### config.mk
export PLATFORM = sky130hd
export DESIGN_NAME = fetch_unit_flat
export DESIGN_NICKNAME = d
export VERILOG_FILES = /design/src/rtl/fetch_unit_if.sv /design/src/rtl/fetch_unit.sv /design/src/flat_wrapper.sv
export SDC_FILE = /design/constraint.sdc
export NUM_CORES = 1
export LEC_CHECK = 0
export ABC_AREA = 1
export CORE_AREA = 8 8 170 172
export CTS_BUF_LIST = sky130_fd_sc_hd__clkbuf_4 sky130_fd_sc_hd__clkbuf_8
export DETAILED_ROUTE_END_ITERATION = 6
export DIE_AREA = 0 0 178 180
export HOLD_SLACK_MARGIN = 0.02
export PLACE_DENSITY = 0.68
export SLEW_MARGIN = 25
export SYNTH_ARGS = -nofsm -noshare
export SYNTH_HDL_FRONTEND = slang
export SYNTH_SLANG_ARGS = --single-unit
### constraint.sdc
create_clock -name clk -period 8.9 [get_ports clk]
set_input_delay 1.335 -clock clk [delete_from_list [all_inputs] [get_ports clk]]
set_output_delay 1.335 -clock clk [all_outputs]
set_load 0.1 [all_outputs]
### src/rtl/fetch_unit_if.sv
// Instruction-memory request/response bus between the fetch unit (master) and imem (slave).
interface fetch_unit_if;
    localparam int unsigned XLEN = 32;

    logic            imem_req;
    logic [XLEN-1:0] imem_addr;
    logic            imem_ack;
    logic [XLEN-1:0] imem_rdata;

    modport master (
        output imem_req,
        output imem_addr,
        input  imem_ack,
        input  imem_rdata
    );

    modport slave (
        input  imem_req,
        input  imem_addr,
        output imem_ack,
        output imem_rdata
    );
endinterface

### src/rtl/fetch_unit.sv
// Instruction fetch stage: drives imem, computes the next PC and fills the IF/ID register,
// parking one instruction in a skid buffer while decode is stalled.
module fetch_unit (
    input  logic         clk,
    input  logic         reset,
    input  logic [31:0]  pc_cur,
    output logic [31:0]  pc_next,
    fetch_unit_if.master imem,
    input  logic         redirect,
    input  logic [31:0]  redirect_pc,
    input  logic         id_stall,
    output logic         ifid_valid,
    output logic [31:0]  ifid_pc,
    output logic [31:0]  ifid_pc4,
    output logic [31:0]  ifid_instr
);
    localparam int unsigned XLEN = 32;

    typedef enum logic [1:0] {
        ST_REQ  = 2'd0,
        ST_HOLD = 2'd1,
        ST_DROP = 2'd2
    } state_e;

    state_e          state_q, state_d;
    logic [XLEN-1:0] drop_addr_q, drop_addr_d;
    logic [XLEN-1:0] skid_pc_q, skid_pc_d;
    logic [XLEN-1:0] skid_instr_q, skid_instr_d;
    logic            ifid_valid_q, ifid_valid_d;
    logic [XLEN-1:0] ifid_pc_q, ifid_pc_d;
    logic [XLEN-1:0] ifid_pc4_q, ifid_pc4_d;
    logic [XLEN-1:0] ifid_instr_q, ifid_instr_d;

    logic            slot_free;
    logic [XLEN-1:0] pc_inc;
    logic [XLEN-1:0] skid_pc4;
    logic            imem_req_c;
    logic [XLEN-1:0] imem_addr_c;
    logic [XLEN-1:0] pc_next_c;

    assign slot_free = !ifid_valid_q || !id_stall;
    assign pc_inc    = pc_cur + XLEN'(4);
    assign skid_pc4  = skid_pc_q + XLEN'(4);

    // Next-state, IF/ID fill and memory/PC drive; redirect and reset override last.
    always_comb begin
        state_d      = state_q;
        drop_addr_d  = drop_addr_q;
        skid_pc_d    = skid_pc_q;
        skid_instr_d = skid_instr_q;
        ifid_valid_d = ifid_valid_q && id_stall;
        ifid_pc_d    = ifid_pc_q;
        ifid_pc4_d   = ifid_pc4_q;
        ifid_instr_d = ifid_instr_q;
        imem_req_c   = 1'b0;
        imem_addr_c  = pc_cur;
        pc_next_c    = pc_cur;

        unique case (state_q)
            ST_REQ: begin
                imem_req_c  = 1'b1;
                imem_addr_c = pc_cur;
                if (redirect) begin
                    if (!imem.imem_ack) begin
                        drop_addr_d = pc_cur;
                        state_d     = ST_DROP;
                    end
                end else if (imem.imem_ack) begin
                    pc_next_c = pc_inc;
                    if (slot_free) begin
                        ifid_valid_d = 1'b1;
                        ifid_pc_d    = pc_cur;
                        ifid_pc4_d   = pc_inc;
                        ifid_instr_d = imem.imem_rdata;
                    end else begin
                        skid_pc_d    = pc_cur;
                        skid_instr_d = imem.imem_rdata;
                        state_d      = ST_HOLD;
                    end
                end
            end
            ST_HOLD: begin
                if (redirect) begin
                    state_d = ST_REQ;
                end else if (slot_free) begin
                    ifid_valid_d = 1'b1;
                    ifid_pc_d    = skid_pc_q;
                    ifid_pc4_d   = skid_pc4;
                    ifid_instr_d = skid_instr_q;
                    state_d      = ST_REQ;
                end
            end
            ST_DROP: begin
                // Keep the stale request stable until memory answers it.
                imem_req_c  = 1'b1;
                imem_addr_c = drop_addr_q;
                if (imem.imem_ack && !redirect) begin
                    state_d = ST_REQ;
                end
            end
            default: begin
                state_d = ST_REQ;
            end
        endcase

        if (redirect) begin
            pc_next_c    = {redirect_pc[XLEN-1:2], 2'b00};
            ifid_valid_d = 1'b0;
        end

        if (reset) begin
            imem_req_c = 1'b0;
            pc_next_c  = pc_cur;
        end
    end

    always_ff @(posedge clk or posedge reset) begin
        if (reset) begin
            state_q      <= ST_REQ;
            drop_addr_q  <= '0;
            skid_pc_q    <= '0;
            skid_instr_q <= '0;
            ifid_valid_q <= 1'b0;
            ifid_pc_q    <= '0;
            ifid_pc4_q   <= '0;
            ifid_instr_q <= '0;
        end else begin
            state_q      <= state_d;
            drop_addr_q  <= drop_addr_d;
            skid_pc_q    <= skid_pc_d;
            skid_instr_q <= skid_instr_d;
            ifid_valid_q <= ifid_valid_d;
            ifid_pc_q    <= ifid_pc_d;
            ifid_pc4_q   <= ifid_pc4_d;
            ifid_instr_q <= ifid_instr_d;
        end
    end

    assign imem.imem_req  = imem_req_c;
    assign imem.imem_addr = imem_addr_c;
    assign pc_next        = pc_next_c;
    assign ifid_valid     = ifid_valid_q;
    assign ifid_pc        = ifid_pc_q;
    assign ifid_pc4       = ifid_pc4_q;
    assign ifid_instr     = ifid_instr_q;

endmodule

### src/flat_wrapper.sv
// flat-port wrapper written by rule: the top's interface ports become plain ports
module fetch_unit_flat 
  (clk, reset, pc_cur, pc_next, redirect, redirect_pc, id_stall, ifid_valid, ifid_pc, ifid_pc4, ifid_instr, imem_imem_req, imem_imem_addr, imem_imem_ack, imem_imem_rdata);
  fetch_unit_if imem_i ();
  input  logic clk;
  input  logic reset;
  input  logic [31:0] pc_cur;
  output logic [31:0] pc_next;
  input  logic redirect;
  input  logic [31:0] redirect_pc;
  input  logic id_stall;
  output logic ifid_valid;
  output logic [31:0] ifid_pc;
  output logic [31:0] ifid_pc4;
  output logic [31:0] ifid_instr;
  output wire logic [$bits(imem_i.imem_req)-1:0] imem_imem_req;
  output wire logic [$bits(imem_i.imem_addr)-1:0] imem_imem_addr;
  input wire logic [$bits(imem_i.imem_ack)-1:0] imem_imem_ack;
  input wire logic [$bits(imem_i.imem_rdata)-1:0] imem_imem_rdata;
  assign imem_imem_req = imem_i.imem_req;
  assign imem_imem_addr = imem_i.imem_addr;
  assign imem_i.imem_ack = imem_imem_ack;
  assign imem_i.imem_rdata = imem_imem_rdata;
  fetch_unit u_core (.clk(clk), .reset(reset), .pc_cur(pc_cur), .pc_next(pc_next), .imem(imem_i), .redirect(redirect), .redirect_pc(redirect_pc), .id_stall(id_stall), .ifid_valid(ifid_valid), .ifid_pc(ifid_pc), .ifid_pc4(ifid_pc4), .ifid_instr(ifid_instr));
endmodule
==> metrics.txt <==
clock tree from TritonCTS built; footprint of the flip-flops and latches 0.004830 sq mm; number of failing hold endpoints at the final stage 0; Site Rows 60; post-route DRC violation count 0; kind of capture point of the worst setup path output pin; maximum achievable frequency 0.1527 GHz; average wire per cell in the routed design 18.92 microns; number of nets in the layout 1753; placement-stage cell area 0.01332 sq mm; highest ir drop seen on vdd 0.2386 mV; area share of and/or/nand/nor cells after synthesis 29.39%; leak pwr 6.024 nW; layer with the highest usage met2; wirelength, routed 37930 microns; global-route wire length before repair 58760 microns; final count of pins violating max slew 0; area of the multi-input gates 0.005126 sq mm; number of standard cells in the layout, taps in and fillers out 2005; kind of critical path in2out; final setup violation count 0; power density of the placed cells 325.8 mW/mm^2; Resize count post-CTS 0; number of H-tree levels 4; HPWL after detailed placement 27460 microns; overall fraction of global-route tracks in use 23.52%; top cells by count, synth sky130_fd_sc_hd__nand2_1 (535), sky130_fd_sc_hd__dfrtp_1 (193), sky130_fd_sc_hd__nor2_1 (179), sky130_fd_sc_hd__o21ai_0 (130), sky130_fd_sc_hd__a31oi_1 (65); Max transition margin 27.40%; final worst path period share 73.60%; horizontal die dimension 178 microns; largest net degree at the start of global routing 161; library cell with the largest summed area after synthesis sky130_fd_sc_hd__dfrtp_1; Initial Utilization 39.91%; cell area after technology mapping 0.01052 sq mm; CTS clk-pin slew, worst paths 110 ps; final period demand of the worst path 6551 ps; die height 180 microns; Clk Latency, worst-skew pair 490 ps; I/O pin cnt 263; area share of the largest cell type after synthesis 45.93%; combinational family with the most area after synthesis simple AND/OR/NAND/NOR gates; total iterations of the first detailed-routing run 6; setup ws final 2349 ps; vias per cell 5.222; post-route standard cell area excluding fillers 0.01375 sq mm; maximum buffer depth of the clock tree 2; met1 GRT Util 30.25%; share of flip-flops with an asynchronous set or reset 100.0%; antenna violations before repair 2; GP Congestion 0.9407; most common flop cell mapped by yosys sky130_fd_sc_hd__dfrtp_1; register area share after synthesis 45.93%; proportion of layout cells with a drive suffix above 1 5.292%; share of synthesized cell area in full adder, half adder and majority cells 0.2380%; fill count 2577; met3 capacity usage during global routing 7.125%; number of port buffers 260; Core Box Area 0.02635 sq mm; FF+latch count, synth 193; fraction of met2 tracks used by global routing 37.08%; Synth cell types 35; share of the synthesized area in compound gates (AO/OA/AOI/OAI) 13.60%; Congestion Overflow GR 0; Avg Cell Area, Syn 7.322 sq um; buffers inserted during post-CTS setup optimization 0; # placed instances 1972; number of global-route vias before repair 10173; area of the die 0.03204 sq mm; clock sink count 193; startpoint type of the worst setup path input port; number of synthesized flops with an enable pin 0; cell count after synthesis 1436; reported max-cap violation count 0; fraction of synthesized area in multiplexers 3.427%; pre-CTS setup slack 2363 ps; fraction of synthesized cell area in xor and xnor cells 1.832%; data required time of the critical path 7570 ps; final core utilization 52.20%; transition time of the tightest slew-check pin 1086 ps; Yosys Warn Count 0; CTS buffer count 17; RSZ-0062 raised after global routing no; Layout area overhead 30.81%; class of the tightest hold or removal check reg2reg; result of the run complete, no violations; most repeated cell in the gate-level netlist after synthesis sky130_fd_sc_hd__nand2_1; CTS root buf sky130_fd_sc_hd__clkbuf_8; vias 10471; Arr. time, crit path 5220 ps; worst clock skew 22.12 ps; Starting DRT DRC Count 862; Total Negative Setup Slacks 0 ps; count of hold-fix buffers inserted at cts 0; number of nets still failing antenna checks after routing 0; highest net fanout along the worst path 16; top post-synthesis cells by area sky130_fd_sc_hd__dfrtp_1 (46%), sky130_fd_sc_hd__nand2_1 (19%), sky130_fd_sc_hd__nor2_1 (6.4%), sky130_fd_sc_hd__o21ai_0 (6.2%), sky130_fd_sc_hd__a31oi_1 (3.9%); number of nets produced by synthesis 1539
## cells by family (layout without fill, tap and decap cells)
group                    count (synthesis)  after routing
flip-flops                             193            193
AO/OA/AOI/OAI                          260            260
AND/OR/NAND/NOR                        786            786
adder cells (fa/ha/maj)                  2              2
other                                    0              1
multiplexers                            32             32
buffers and inverters                  141            368
XOR/XNOR                                22             22
## flip-flops by register name (all words and copies together) (netlist names)
name	cells
u_core.skid_instr_q	32
u_core.skid_pc_q	32
u_core.ifid_pc	30
u_core.drop_addr_q	32
u_core.ifid_pc4	32
u_core.ifid_valid	1
u_core.ifid_instr	32
u_core.state_q	2
## stage by stage
stage	hold slack (ps)	power (mW)
after floorplan	453.4	3.223
after CTS	498.0	4.505
after global routing	515.8	4.683
after detailed placement	468.4	3.870
after global placement	456.7	3.842
final	492.3	4.481
## final timing paths
kind	start	endpoint	slack, ps	cells past startpoint
min in group asynchronous	reset	u_core.drop_addr_q[25]$_DFFE_PP0P_	1920	2
hold / removal	u_core.ifid_pc4[16]$_DFFE_PP0P_	u_core.ifid_pc4[16]$_DFFE_PP0P_	490	2
hold reg to reg	u_core.ifid_pc4[16]$_DFFE_PP0P_	u_core.ifid_pc4[16]$_DFFE_PP0P_	490	2
max in group asynchronous	reset	u_core.ifid_pc[17]$_DFFE_PP0P_	5660	3
setup reg to reg	u_core.state_q[0]$_DFFE_PP0P_	u_core.skid_instr_q[1]$_DFFE_PP0P_	6020	6
setup / recovery	reset	pc_next[4]	2350	7
## cell usage in the layout (no fill, tap or decap), types with 2 or more instances in the layout
| cell type | Yosys | layout |
|---|---|---|
| sky130_fd_sc_hd__nand2_1 | 535 | 535 |
| sky130_fd_sc_hd__clkdlybuf4s50_1 | 0 | 260 |
| sky130_fd_sc_hd__dfrtp_1 | 193 | 193 |
| sky130_fd_sc_hd__nor2_1 | 179 | 177 |
| sky130_fd_sc_hd__o21ai_0 | 130 | 130 |
| sky130_fd_sc_hd__a31oi_1 | 65 | 65 |
| sky130_fd_sc_hd__inv_1 | 62 | 62 |
| sky130_fd_sc_hd__nand3_1 | 55 | 54 |
| sky130_fd_sc_hd__a21oi_1 | 45 | 45 |
| sky130_fd_sc_hd__mux2_2 | 31 | 31 |
| sky130_fd_sc_hd__clkbuf_8 | 0 | 17 |
| sky130_fd_sc_hd__xor2_1 | 16 | 16 |
| sky130_fd_sc_hd__o21bai_1 | 9 | 9 |
| sky130_fd_sc_hd__xnor2_1 | 6 | 6 |
| sky130_fd_sc_hd__nand3b_1 | 6 | 6 |
| sky130_fd_sc_hd__buf_4 | 5 | 6 |
| sky130_fd_sc_hd__inv_2 | 4 | 4 |
| sky130_fd_sc_hd__inv_6 | 0 | 4 |
| sky130_fd_sc_hd__clkinv_8 | 0 | 4 |
| sky130_fd_sc_hd__o211ai_1 | 3 | 3 |
| sky130_fd_sc_hd__nor2_4 | 2 | 3 |
| sky130_fd_sc_hd__inv_8 | 0 | 3 |
| sky130_fd_sc_hd__o221ai_1 | 2 | 2 |
| sky130_fd_sc_hd__or2_2 | 2 | 2 |
| sky130_fd_sc_hd__nor3_1 | 2 | 2 |
| sky130_fd_sc_hd__o21ai_1 | 2 | 2 |
| sky130_fd_sc_hd__nor2_2 | 1 | 2 |
| sky130_fd_sc_hd__ha_1 | 2 | 2 |
| sky130_fd_sc_hd__clkinv_4 | 0 | 2 |
## report_power, final
part | switching (mW) | internal, mW | total (mW)
sequential | 0.217 | 1.16 | 1.37
clock | 0.390 | 0.246 | 0.636
combinational | 1.90 | 0.570 | 2.47
## worst max-delay path, stage by stage
cell and delay (ps):
sky130_fd_sc_hd__clkdlybuf4s50_1 810, sky130_fd_sc_hd__nor2_1 880, sky130_fd_sc_hd__inv_1 550, sky130_fd_sc_hd__o21ai_0 310, sky130_fd_sc_hd__a21oi_1 70, sky130_fd_sc_hd__nor2_1 110
sky130_fd_sc_hd__clkdlybuf4s50_1 1150
## layout make-up
class	instances	area share, %
antenna	1	0.01819
clock buffer	18	1.756
clock inverter	14	1.355
inverter	68	1.910
multi-input combinational	1102	37.27
sequential	193	35.11
tap	341	3.102
timing repair buffer	268	19.48
## per-layer routing
layer / up-vias / part of all wire (%)
li1: 5090 / -
met1: 4884 / 42
met2: 434 / 46
met3: 59 / 9.9
met4: 4 / 2.6
met5: - / 0.063
No activity file was read; power rests on OpenSTA's default activity.
